### src/rtl/instruction_sequencer_pkg.sv
// instruction_sequencer_pkg: shared state encoding and instruction constants
package instruction_sequencer_pkg;
  typedef enum logic [2:0] {S_IDLE, S_FETCH, S_EXEC, S_HALT, S_FAULT} state_t;
  localparam logic [31:0] NOP = 32'h0000_0013;
  localparam logic [31:0] EBREAK = 32'h0010_0073;
  localparam logic [6:0] OPCODE_OP_IMM = 7'b0010011;
endpackage

### src/rtl/instruction_sequencer_fetch_timer.sv
// sequencer_fetch_timer: counts stalled fetch cycles and flags the timeout
module sequencer_fetch_timer #(
  parameter int unsigned TIMEOUT = 15
) (
  input  logic clk,
  input  logic rst,
  input  logic clr,
  input  logic en,
  output logic expired
);
  logic [7:0] cnt;
  assign expired = cnt == 8'(TIMEOUT - 1);
  always_ff @(posedge clk)
    if (rst || clr) cnt <= '0;
    else if (en) cnt <= cnt + 8'd1;
endmodule

### src/rtl/instruction_sequencer.sv
// instruction_sequencer: multi-cycle fetch/execute controller with halt and fault handling
module instruction_sequencer
  import instruction_sequencer_pkg::*;
#(
  parameter int unsigned XLEN = 32,
  parameter logic [XLEN-1:0] RESET_PC = '0,
  parameter int unsigned FETCH_TIMEOUT = 15
) (
  input  logic            clk,
  input  logic            rst,
  input  logic            start,
  output logic            imem_req,
  output logic [XLEN-1:0] imem_addr,
  input  logic            imem_ready,
  input  logic [XLEN-1:0] imem_rdata,
  output logic [XLEN-1:0] instruction,
  output logic            exec_en,
  input  logic            branch_taken,
  input  logic [XLEN-1:0] branch_target,
  output logic [XLEN-1:0] pc,
  output logic [31:0]     retired,
  output logic            halted,
  output logic            fault
);
  state_t state, state_n;
  logic expired, misaligned, is_ebreak;
  assign is_ebreak = instruction == XLEN'(EBREAK);
  assign misaligned = branch_taken && (branch_target[1:0] != 2'b00);
  assign imem_req = state == S_FETCH;
  assign imem_addr = pc;
  assign exec_en = state == S_EXEC && !is_ebreak;
  assign halted = state == S_HALT;
  assign fault = state == S_FAULT;
  sequencer_fetch_timer #(.TIMEOUT(FETCH_TIMEOUT)) u_timer (
    .clk(clk),
    .rst(rst),
    .clr(!imem_req || imem_ready),
    .en(imem_req && !imem_ready),
    .expired(expired)
  );
  always_comb begin
    state_n = state;
    state_n = state == S_IDLE  ? (start ? S_FETCH : S_IDLE)
            : state == S_FETCH ? (imem_ready ? S_EXEC : expired ? S_FAULT : S_FETCH)
            : state == S_EXEC  ? (is_ebreak ? S_HALT : misaligned ? S_FAULT : S_FETCH)
            : state;
  end
  always_ff @(posedge clk) begin
    if (rst) begin
      state <= S_IDLE;
      pc <= RESET_PC;
      instruction <= XLEN'(NOP);
      retired <= '0;
    end else begin
      state <= state_n;
      if (imem_req && imem_ready) instruction <= imem_rdata;
      if (exec_en) retired <= retired + 32'd1;
      if (exec_en && !misaligned) pc <= branch_taken ? branch_target : pc + XLEN'(4);
    end
  end
endmodule

### config.mk
export PLATFORM = sky130hd
export DESIGN_NAME = instruction_sequencer
export DESIGN_NICKNAME = d
export VERILOG_FILES = /design/src/rtl/instruction_sequencer_pkg.sv /design/src/rtl/instruction_sequencer_fetch_timer.sv /design/src/rtl/instruction_sequencer.sv
export SDC_FILE = /design/constraint.sdc
export NUM_CORES = 1
export LEC_CHECK = 0
export CAP_MARGIN = 5
export CORE_MARGIN = 8
export CORE_UTILIZATION = 50
export CTS_BUF_LIST = sky130_fd_sc_hd__clkbuf_2
export DETAILED_ROUTE_END_ITERATION = 6
export GPL_ROUTABILITY_DRIVEN = 0
export GPL_TIMING_DRIVEN = 0
export PLACE_DENSITY = 0.88
export SLEW_MARGIN = 20
export SYNTH_ARGS = -nofsm -noshare
export SYNTH_HDL_FRONTEND = slang
export SYNTH_HIERARCHICAL = 1
export SYNTH_SLANG_ARGS = --single-unit
export TNS_END_PERCENT = 100
### constraint.sdc
create_clock -name clk -period 4.7 [get_ports clk]
set_input_delay 1.41 -clock clk [delete_from_list [all_inputs] [get_ports clk]]
set_output_delay 1.41 -clock clk [all_outputs]
set_load 0.1 [all_outputs]
# ---- Word level (Yosys, flattened, before mapping)
# Index checks and enable logic that the tools add are counted.
dict set report word_totals {
  regBits 107
  output_inout_bits 132
}
dict set report op_classes {
  n_eq_ne 6
  n_mux 9
  addsub 3
  n_reduce_logical 14
}
# cell count
set ops {}
lappend ops {{adder 32 x 1 -> 32 bit, second input constant} 1}
lappend ops {{adder 32 x 3 -> 32 bit, second input constant} 1}
lappend ops {{== test 32 x 21 -> 1 bit, second input constant} 1}
lappend ops {{2-to-1 mux 32 bit} 1}
lappend ops {{2-to-1 mux 3 bit} 7}
lappend ops {{adder 8 x 1 -> 8 bit, second input constant} 1}
lappend ops {{== test 8 x 4 -> 1 bit, second input constant} 1}
lappend ops {{== test 3 x 2 -> 1 bit, second input constant} 2}
lappend ops {{logical AND 1 bit} 5}
lappend ops {{logical NOT 1 bit} 4}
lappend ops {{== test 3 x 1 -> 1 bit, second input constant} 1}
lappend ops {{== test 3 bit, second input constant} 1}
lappend ops {{logical NOT 3 bit} 1}
lappend ops {{nonzero test 3 bit} 1}
lappend ops {{logical OR 1 bit} 2}
lappend ops {{nonzero test 2 bit} 1}
lappend ops {{2-to-1 mux 1 bit} 1}

# ---- Logic depth before layout (Yosys ltp)
dict set report logic_depth {
  depth_word 7
  depth_mapped 8
}

# ---- Cells and area by module
# Netlist, hierarchy kept.
# mod cells_each n_inst area_each_um2
set by_module_without_submodules {}
lappend by_module_without_submodules {instruction_sequencer 671 1 5182.5}
lappend by_module_without_submodules {sequencer_fetch_timer 42 1 384.1}

# ---- Worst setup path after synthesis
# Ideal clock, no wire load.
dict set report synth_path {
  path_type {register -> output}
  start {register state[2]}
  end {output port fault}
  required_time_ps 3290
  path_stages_with_launch 3
  path_slack_ps 498
  path_buffers 1
  arrival_time_ps 2792
  path_cell_list {dfxtp_1 -> clkbuf_1 -> nor3b_1}
}
dict set report synth_via {
  elab_chain_cells 1
}
# item line
set synth_lines {}
lappend synth_lines {{from (decl)} instruction_sequencer.sv:25} ;# state_t state, state_n;
lappend synth_lines {{from (signal assigned)} instruction_sequencer.sv:55} ;# state <= state_n;
lappend synth_lines {{== test 3 bit} instruction_sequencer.sv:33} ;# assign fault = state == S_FAULT;
lappend synth_lines {{to (decl)} instruction_sequencer.sv:23} ;# output logic fault
# No other way between the ends.

# ---- Final worst setup path
dict set report layout_path {
  start {register instruction[11]}
  end {output port exec_en}
}
dict set report layout_via {
  elab_chain_cells 3
}
# item line
set layout_lines {}
lappend layout_lines {{from (decl)} instruction_sequencer.sv:16} ;# output logic [XLEN-1:0] instruction,
lappend layout_lines {{from (signal assigned)} instruction_sequencer.sv:52} ;# instruction <= XLEN'(NOP);
lappend layout_lines {{from (signal assigned)} instruction_sequencer.sv:56} ;# if (imem_req && imem_ready) instruction <= imem_rdata;
lappend layout_lines {{== test 32 x 21 -> 1 bit} instruction_sequencer.sv:27} ;# assign is_ebreak = instruction == XLEN'(EBREAK);
lappend layout_lines {{logical NOT 1 bit} instruction_sequencer.sv:31} ;# assign exec_en = state == S_EXEC && !is_ebreak;
lappend layout_lines {{logical AND 1 bit} instruction_sequencer.sv:31}
lappend layout_lines {{to (decl)} instruction_sequencer.sv:17} ;# output logic exec_en,
# No other way between the ends.

==> results.sh <==
export IMPL_cp_endpoint="exec_en"
export IMPL_slew_viol_final=0
export IMPL_die_area_sq_mm=0.0148
export IMPL_h_tree_depth=3
export IMPL_antenna_found_initial=2
export IMPL_min_period_over_period_pct=93.7
export IMPL_p_total_mw=1.87
export IMPL_endpoint_kind="output pin"
export IMPL_postLayoutCoreUtil_pct=72.6
export IMPL_cp_arrival_ns=2.99
export IMPL_io_buffers=199
export IMPL_dp_hpwl_mm=14.8
export IMPL_worstHoldPathType="reg -> reg"
export IMPL_slew_headroom_pct=30.8
export IMPL_multi_input_area_sq_mm=0.00295
export IMPL_startpoint_type="register"
export IMPL_clkSlewWorstSetupHoldPaths_ns=0.30
export IMPL_synthCells=713
export IMPL_num_vias=6260
export IMPL_r2r_end="imem_addr[7]$_SDFFE_PP0P_"
export IMPL_criticalPathCategory="reg -> out"
export IMPL_p_leak_nw=2.67
export IMPL_insertion_delay_ns=0.61
export IMPL_post_route_drc_count=2
export IMPL_max_freq_mhz=227
export IMPL_crit_chain="nor4b_1 -> nand4_1 -> clkbuf_1 -> o21ai_1 -> inv_1 -> clkbuf_2"
export IMPL_drt_wirelength_per_cell_um=18.2
export IMPL_final_seq_area_sq_mm=0.00214
export IMPL_post_cts_resized=2
export IMPL_num_rows=38
export IMPL_layout_common_cells="clkdlybuf4s50_1, nand2_1, dfxtp_1"
export IMPL_nNetsFinal=996
export IMPL_avgSynthCellArea_sq_um=7.81
export IMPL_clockBufferDepth=2
export IMPL_ff2ff_path_depth=6
export IMPL_grt_pass1_wl_mm=30.6
export IMPL_rrSetupSlack_ns=1.98
export IMPL_synth_area_sq_mm=0.00557
export IMPL_ys_ff_latch=107
export IMPL_critPathSlowestCell="nor4b_1"
export IMPL_vdd_drop_max_mv=0.226
export IMPL_slowest_delay_ns=0.54
export IMPL_synth_flop_cell="dfxtp_1"
export IMPL_grt_use_total_pct=25.6
export IMPL_hold_buffers=0
export IMPL_fillers=903
export IMPL_globalRouteOverflowTotal=0
export IMPL_maxCapViolCount=0
export IMPL_yosys_warnings=6
export IMPL_critPathRequiredTime_ns=3.29
export IMPL_rr_startpoint="instruction[11]$_SDFFE_PP0P_"
export IMPL_skew_ns=0.0453
export IMPL_finalSetupViolations=0
export IMPL_power_density_mw_per_mm2=237
export IMPL_vias_per_cell=5.85
export IMPL_layout_min_cycle_time_ns=4.40
export IMPL_placed_cell_area_sq_mm=0.00773
export IMPL_grt_start_max_net_pins=18
export IMPL_drt_iter0_drc=644
export IMPL_die_x_um=122
export IMPL_cts_sink_count=107
export IMPL_cts_setup_buffers=0
export IMPL_hold_viol=0
export IMPL_cts_tree="built"
export IMPL_violations="design-rule violations"
export IMPL_cts_root_buf="clkbuf_2"
export IMPL_layout_drive_gt1_share_pct=7.33
export IMPL_area_growth_pct=41.4
export IMPL_status="complete, but fails checks"
export IMPL_synth_cell_types=64
export IMPL_cts_buffers=9
export IMPL_grt_pass1_vias=5780
export IMPL_syn_nets=786
export IMPL_worstSetupStartpoint="instruction[11]$_SDFFE_PP0P_"
export IMPL_antenna_left=0
export IMPL_ioPinCount=201
export IMPL_worst_slew_pin_slew_ns=1.04
export IMPL_die_y_um=122
export IMPL_ys_seq_area_share_pct=38.5
export IMPL_dr_pass1_iters=7
export IMPL_async_flop_share_pct=0
export IMPL_final_common_cell="clkdlybuf4s50_1"
export IMPL_finish_instance_area_sq_mm=0.00787
export IMPL_rsz0062_at_grt="false"
export IMPL_worstPathMaxFanout=10
export IMPL_drt_total_wl_mm=19.5
export IMPL_start_util_pct=51.4
export IMPL_core_sq_mm=0.0108
export IMPL_setup_tns_ns=0
export IMPL_synth_edf_count=0
## cell type report
type / count / area share (%)
inverter: 15 / 0.715
antenna: 2 / 0.0636
multi-input combinational: 515 / 37.5
sequential: 107 / 27.2
tap: 140 / 2.23
buffer: 76 / 5.29
clock inverter: 6 / 1.13
timing repair buffer: 199 / 25.2
clock buffer: 10 / 0.636
## worst min path at each step
stage	slack, ns	cells after the start	from	end
after floorplan	0.47	2	u_timer/cnt[6]$_SDFFE_PP0P_	u_timer/cnt[6]$_SDFFE_PP0P_
after global placement	0.45	2	instruction[5]$_SDFFE_PP0P_	instruction[5]$_SDFFE_PP0P_
after detailed placement	0.46	2	instruction[13]$_SDFFE_PP0P_	instruction[13]$_SDFFE_PP0P_
after CTS	0.49	2	instruction[13]$_SDFFE_PP0P_	instruction[13]$_SDFFE_PP0P_
after global routing	0.51	2	instruction[13]$_SDFFE_PP0P_	instruction[13]$_SDFFE_PP0P_
final	0.49	2	instruction[5]$_SDFFE_PP0P_	instruction[5]$_SDFFE_PP0P_
## where the power goes
part	internal (mW)	total (mW)	leakage, nW	switching, mW
sequential	0.931	0.955	0.865	0.0232
combinational	0.132	0.416	1.73	0.284
clock	0.179	0.494	0.0802	0.315
total	1.24	1.87	2.67	0.623
## routing by layer
metal,vias up,global-route usage [%],part of all wire (%)
met5,-,0,0
met1,2904,32.9,41
met4,0,9.41,2.5
li1,2987,-,-
met3,42,7.26,11
met2,327,40.2,46
## cells in the mapped netlist (all sizes together), types with 7 or more instances
master / n / area (sq um)
nand2: 113 / 424
dfxtp: 107 / 2140
a21oi: 83 / 415
o21ai: 47 / 239
buf: 42 / 289
nor2: 41 / 154
clkbuf: 34 / 128
nand4: 27 / 184
or3: 17 / 106
nand3: 16 / 85.1
inv: 15 / 56.3
o31ai: 14 / 105
or4: 14 / 109
a211oi: 11 / 82.6
and2: 10 / 62.6
and3: 10 / 62.6
nor4: 10 / 68.8
xor2: 10 / 87.6
a31oi: 7 / 43.8
nor3: 7 / 35.0
## worst max-delay path, delay by kind of cell (launching register included)
family | cells | cell delay (ns)
AOI/OAI and AO/OA | 1 | 0.34
buffers and inverters | 3 | 0.75
DFF | 1 | 0.42
and+or+nand+nor | 2 | 0.86
## registers in the layout, indices dropped and copies added (netlist names)
register	cells
imem_addr	32
state	3
instruction	32
retired	32
u_timer/cnt	8
## logic make-up after synthesis
group                    Yosys count  synth area share (%)
AO/OA/AOI/OAI                    205                  22.4
XOR/XNOR                          13                  2.05
adder cells (fa/ha/maj)            4                 0.899
buffers and inverters             91                  8.50
flip-flops                       107                  38.5
multiplexers                       4                 0.719
AND/OR/NAND/NOR                  289                  26.9
## through the flow
step / instances / hold slack [ns] / worst slack (ns)
after floorplan: 713 / 0.471 / 0.498
after global placement: 1052 / 0.454 / 0.381
after detailed placement: 1052 / 0.464 / 0.278
after CTS: 1068 / 0.493 / 0.0631
after global routing: 1070 / 0.509 / 0.0698
final: 1070 / 0.491 / 0.298
Note: power is estimated with default switching activity, not from simulation.
==> variant 1: new RTL, same settings <==
Set the parameter `XLEN` to 40 (it was 32).
--- a/src/rtl/instruction_sequencer.sv
+++ b/src/rtl/instruction_sequencer.sv
@@ -2,7 +2,7 @@
 module instruction_sequencer
   import instruction_sequencer_pkg::*;
 #(
-  parameter int unsigned XLEN = 32,
+  parameter int unsigned XLEN = 40,
   parameter logic [XLEN-1:0] RESET_PC = '0,
   parameter int unsigned FETCH_TIMEOUT = 15
 ) (
Ports: changed (5 resized); port bits go from 201 to 241. No check against the original RTL was run, so the function may have changed too.
==> variant 1 against the original RTL <==
- sequential power is 15% higher
- cell count is 18% higher
- register-to-register slack worse by 0.04 ns
- via count is 17% higher
- area after synthesis is 15% higher
- the run still ends with DRC left
- routed wire length is 21% higher
- hold slack worse by 0.011 ns
- setup slack worse by 0.041 ns
- global-route usage is 2.4 points higher
- clock skew is 0.0049 ns lower
- largest power group unchanged
- power is 23% higher
- cell area is 18% higher
- sequential cell count is 16 higher
- critical path type unchanged
==> variant 1: results (changes against the original RTL) <==
| Metric | Value |
|---|---|
| Post-DR wirelength/cell | `18.7 um (+2.9%)` |
| DRT iter0 DRCs | `1,108 (+72%)` |
| Final min period | `4.44 ns (+0.0407 ns)` |
| Clock root buffer | `clkbuf_2` |
| Synth warnings | `6 (unchanged)` |
| Layout cells sized above 1 | `9.48% (+2.1 points)` |
| Highest routed metal layer | `met4` |
| Hold Path Class | `flop to flop` |
| Final hold violation count | `0 (unchanged)` |
| Slowest CP cell | `clkdlybuf4s50_1` |
| IO buf count | `240 (+21%)` |
| WL met1 | `8.34 mm (+5.5%)` |
| Pre-antenna DRT Iters | `7 (unchanged)` |
| Largest net degree at the start of global routing | `17 (-1)` |
| Distinct cell type count after synthesis | `66 (+3.1%)` |
| Commonest cells post-synth | `131 x nand2_1, 123 x dfxtp_1, 79 x a21oi_1` |
| DRC | `29 (+27)` |
| Worst slew pin tran | `1.02 ns (-0.0149 ns)` |
| Initial antenna violation count | `1 (-1)` |
| Clk_lat worst skew | `0.74 ns (+0.13 ns)` |
| Status | `finished, violations left` |
| Max stage delay on crit path | `1.25 ns (+0.71 ns)` |
| Met3 Wirelength | `3.35 mm (+56%)` |
| First-pass GRT wire length | `36.6 mm (+20%)` |
| Reg2reg setup slack | `1.94 ns (-0.04 ns)` |
| Vias in the first global route | `7,022 (+21%)` |
| Reg clk slew, reported paths | `0.17 ns (-0.13 ns)` |
| Placed wire-length estimate | `17.9 mm (+21%)` |
| Crit Path Max Fanout | `9 (-1)` |
| Most frequent cell after synthesis | `nand2_1` |
| Arr. time, crit path | `3.03 ns (+0.04 ns)` |
| Fraction of registers with async set/reset | `0% (unchanged)` |
| GRT Util Overall | `28.0% (+2.4 points)` |
| H-tree lvl count | `4 (+1)` |
| Clk_skew | `0.0404 ns (-0.00487 ns)` |
| DR WL met2 | `11.0 mm (+23%)` |
| Leakage power | `3.15 nW (+18%)` |
| CP delay by family, top | `buffers and inverters` |
| Top cells by area, synth | `dfxtp_1 38%, nand2_1 7.7%, a21oi_1 6.2%, buf_4 4.7%, xnor2_1 3.4%` |
| Failing checks | `DRC` |
| Post-placement cell area | `9030 sq um (+17%)` |
| CTS max path bufs | `2 (unchanged)` |
| Total CTS buffers | `17 (+8)` |
| Top FF cell, synth | `dfxtp_1` |
| Sequential element share of the synthesized area | `38.4% (-0.11 points)` |
| Fillers | `1,002 (+11%)` |
| IR drop worst, VDD | `0.197 mV (-13%)` |
| Avg Vias per Cell | `5.82 (-0.52%)` |
| Dpl ws | `0.369 ns (+0.0917 ns)` |
| Mapped Nets | `905 (+15%)` |
| Final Net Count | `1,164 (+17%)` |
==> variant 1: changes by cell type after synthesis, sizes merged, moves of 14 or more <==
| cell | unedited run | this run |
|---|---|---|
| nor2 | 41 | 55 |
| nand3 | 16 | 31 |
| nand2 | 113 | 132 |
| nor3 | 7 | 38 |
| xnor2 | 3 | 25 |
| dfxtp | 107 | 123 |
==> variant 1: metal layers <==
metal	global-route usage [%]	vias to the layer above
li1	-	3381
met1	29.5	3364
met2	46.8	492
met3	12.0	96
met4	14.4	0
met5	0	-
==> variant 1: layout make-up <==
cell class	count	area (sq um)	share of cell area (%)
buffer	88	528	5.70
inverter	14	52.6	0.567
sequential	123	2460	26.6
clock inverter	13	133	1.43
clock buffer	18	90.1	0.972
multi-input combinational	591	3380	36.5
tap	172	215	2.32
timing repair buffer	240	2400	25.9
antenna	1	2.50	0.0270
==> variant 1: final timing paths <==
| check | start | to | cells past startpoint |
|---|---|---|---|
| max | state[2]$_SDFFE_PP0P_ | fault | 3 |
| min | instruction[11]$_SDFFE_PP0P_ | instruction[11]$_SDFFE_PP0P_ | 2 |
| max reg2reg | instruction[32]$_SDFFE_PP0P_ | imem_addr[11]$_SDFFE_PP0P_ | 6 |
| min reg2reg | instruction[11]$_SDFFE_PP0P_ | instruction[11]$_SDFFE_PP0P_ | 2 |
==> variant 1: report_power, final <==
| group | internal (mW) | leakage (nW) | switching [mW] |
|---|---|---|---|
| sequential | 1.07 | 0.994 | 0.0278 |
| clock | 0.282 | 0.142 | 0.391 |
| combinational | 0.164 | 2.01 | 0.355 |
==> variant 1: kinds of logic (layout without fill, tap and decap cells) <==
kind of cell | Yosys count | in the layout | synth area share [%]
and+or+nand+nor | 378 | 378 | 30.5
AOI/OAI and AO/OA | 177 | 177 | 16.9
DFF | 123 | 123 | 38.4
buffers and inverters | 102 | 373 | 9.05
xor gates and xnor gates | 31 | 31 | 4.23
adders and majority gates | 4 | 4 | 0.780
muxes | 1 | 1 | 0.156
other | 0 | 1 | 0
==> variant 1: through the flow <==
stage                     util, %  hold slack [ns]  cells
final                        73.7            0.480   1260
after global routing         73.7            0.516   1260
after CTS                    73.7            0.483   1259
after detailed placement     71.9            0.465   1228
after global placement       71.9            0.453   1228
after floorplan                 -            0.471    816
==> variant 1: what timing repair did <==
action / in CTS / in global routing
gates cloned: 0 / 0
resized for setup: 3 / 0
endpoints found under the hold margin: 0 / 0
setup buffers: 0 / 0
setup endpoints to repair: 2 / 1
pin swaps: 0 / 1
==> variant 1: worst register-to-register path: stages (launching register included) <==
cell     delay [ns]
dfxtp_1        0.37
nor4_2         0.33
nand4_2        0.29
o31ai_1        0.94
buf_2          0.40
nor3_1         0.08
nor4_1         0.26
==> variant 2: new RTL, same flow settings <==
Made on the original files. Encoding of `state_t`: now one-hot (5 bits for 5 states).
--- a/src/rtl/instruction_sequencer_pkg.sv
+++ b/src/rtl/instruction_sequencer_pkg.sv
@@ -1,6 +1,6 @@
 // instruction_sequencer_pkg: shared state encoding and instruction constants
 package instruction_sequencer_pkg;
-  typedef enum logic [2:0] {S_IDLE, S_FETCH, S_EXEC, S_HALT, S_FAULT} state_t;
+  typedef enum logic [4:0] {S_IDLE = 5'b00001, S_FETCH = 5'b00010, S_EXEC = 5'b00100, S_HALT = 5'b01000, S_FAULT = 5'b10000} state_t;
   localparam logic [31:0] NOP = 32'h0000_0013;
   localparam logic [31:0] EBREAK = 32'h0010_0073;
   localparam logic [6:0] OPCODE_OP_IMM = 7'b0010011;
Function: same outputs for any inputs over 10 cycles, from zero or initial values and one cycle with rst high; not proved beyond that.
==> variant 2 against the original RTL <==
- area after synthesis rose by 2.2%
- routed wire length fell by 0.99%
- largest power group unchanged
- cell area rose by 1.7%
- synthesized cell count rose by 2.5%
- via count rose by 1.9%
- setup slack improved by 0.081 ns
- sequential cell count rose by 2
- non-clock buffer count rose by 5
- power fell by 11%
==> variant 2: results (changes against the original RTL) <==
| Metric | Value |
|---|---|
| Clock root buffer | `clkbuf_2` |
| Leakage power | `2.68 nW (+0.30%)` |
| Cts repair resizes | `1 (-1)` |
| CP delay by family, top | `buffers and inverters` |
| H-tree lvl count | `3 (unchanged)` |
| Clock Power Share | `28.0% (+1.5 points)` |
| RR Endpoint | `imem_addr[31]$_SDFFE_PP0P_` |
| Sequential element share of the synthesized area | `38.4% (-0.11 points)` |
| IO buf count | `200 (+0.50%)` |
| Status | `completed` |
| Pre-antenna DRT Iters | `5 (-2)` |
| Dpl ws | `0.330 ns (+0.0523 ns)` |
| Reg2reg setup slack | `2.05 ns (+0.07 ns)` |
| Synth Area per Inst | `7.78 sq um (-0.36%)` |
| IR drop worst, VDD | `0.165 mV (-27%)` |
| Post-DR wirelength/cell | `17.7 um (-2.9%)` |
| Comb. pwr | `0.248 mW (-40%)` |
| Final Net Count | `1,015 (+1.9%)` |
| P per Cell Area | `208 nW/um^2 (-12%)` |
| GRT Util Overall | `24.9% (-0.74 points)` |
| DRT iter0 DRCs | `746 (+16%)` |
| Hold slack | `0.484 ns (-0.00705 ns)` |
| Critical Path End | `fault` |
| Distinct cell type count after synthesis | `57 (-11%)` |
| Max stage delay on crit path | `1.18 ns (+0.64 ns)` |
| WHS Path Cells | `2 (unchanged)` |
| Hold Path Origin | `instruction[20]$_SDFFE_PP0P_` |
| Initial antenna violation count | `0 (-2)` |
| Mapped Nets | `804 (+2.3%)` |
| Vias in the first global route | `5,938 (+2.7%)` |
| Slowest CP cell | `clkdlybuf4s50_1` |
| Clk_lat worst skew | `0.59 ns (-0.02 ns)` |
| Commonest cells post-synth | `117 x nand2_1, 109 x dfxtp_1, 78 x a21oi_1` |
| Layout cells sized above 1 | `6.55% (-0.78 points)` |
| Max-slew headroom | `31.3% (+0.49 points)` |
| Clk_skew | `0.0508 ns (+0.00550 ns)` |
| Largest net degree at the start of global routing | `20 (+2)` |
| Dpl cells | `1,074 (+2.1%)` |
| Top cells by area, synth | `dfxtp_1 38%, nand2_1 7.7%, a21oi_1 6.9%, buf_4 4.2%, o21ai_0 3.6%` |
| Top FF cell, synth | `dfxtp_1` |
| Crit Path Max Fanout | `7 (-3)` |
| Arr. time, crit path | `2.91 ns (-0.08 ns)` |
| Hold EP | `instruction[20]$_SDFFE_PP0P_` |
| Placed wire-length estimate | `14.7 mm (-0.61%)` |
| R2R Path Start | `state[2]$_SDFFE_PP0P_` |
| Crit. Startpoint | `state[1]$_SDFFE_PP0P_` |
| Aggregate routed wire length | `19.3 mm (-0.99%)` |
## variant 2: final cells by class
cell class / instances / area, sq um
Fill cell: 931 / 3270
Multi-Input combinational cell: 526 / 3030
Sequential cell: 109 / 2180
Timing Repair Buffer: 200 / 2000
Buffer: 80 / 423
Tap cell: 143 / 179
Clock inverter: 7 / 80.1
Inverter: 16 / 60.1
Clock buffer: 9 / 45.0
Antenna cell: 1 / 2.50
## variant 2: layer usage
metal | part of all wire, % | global-route usage, % | up-vias
met5 | 0 | 0 | -
met4 | 3.1 | 8.45 | 0
met3 | 12 | 8.23 | 62
met2 | 46 | 39.8 | 398
met1 | 39 | 30.9 | 2895
li1 | - | - | 3024
## variant 2: logic make-up (layout without fill, tap and decap cells)
kind of cell,after synthesis,in the layout,share of synthesized area [%]
simple gates,304,304,27.3
xor+xnor,20,20,3.08
buf+inv,96,312,8.49
fa+ha+maj,4,4,0.880
mux,4,4,0.726
other cells,0,1,0
compound gates,194,194,21.1
flops,109,109,38.4
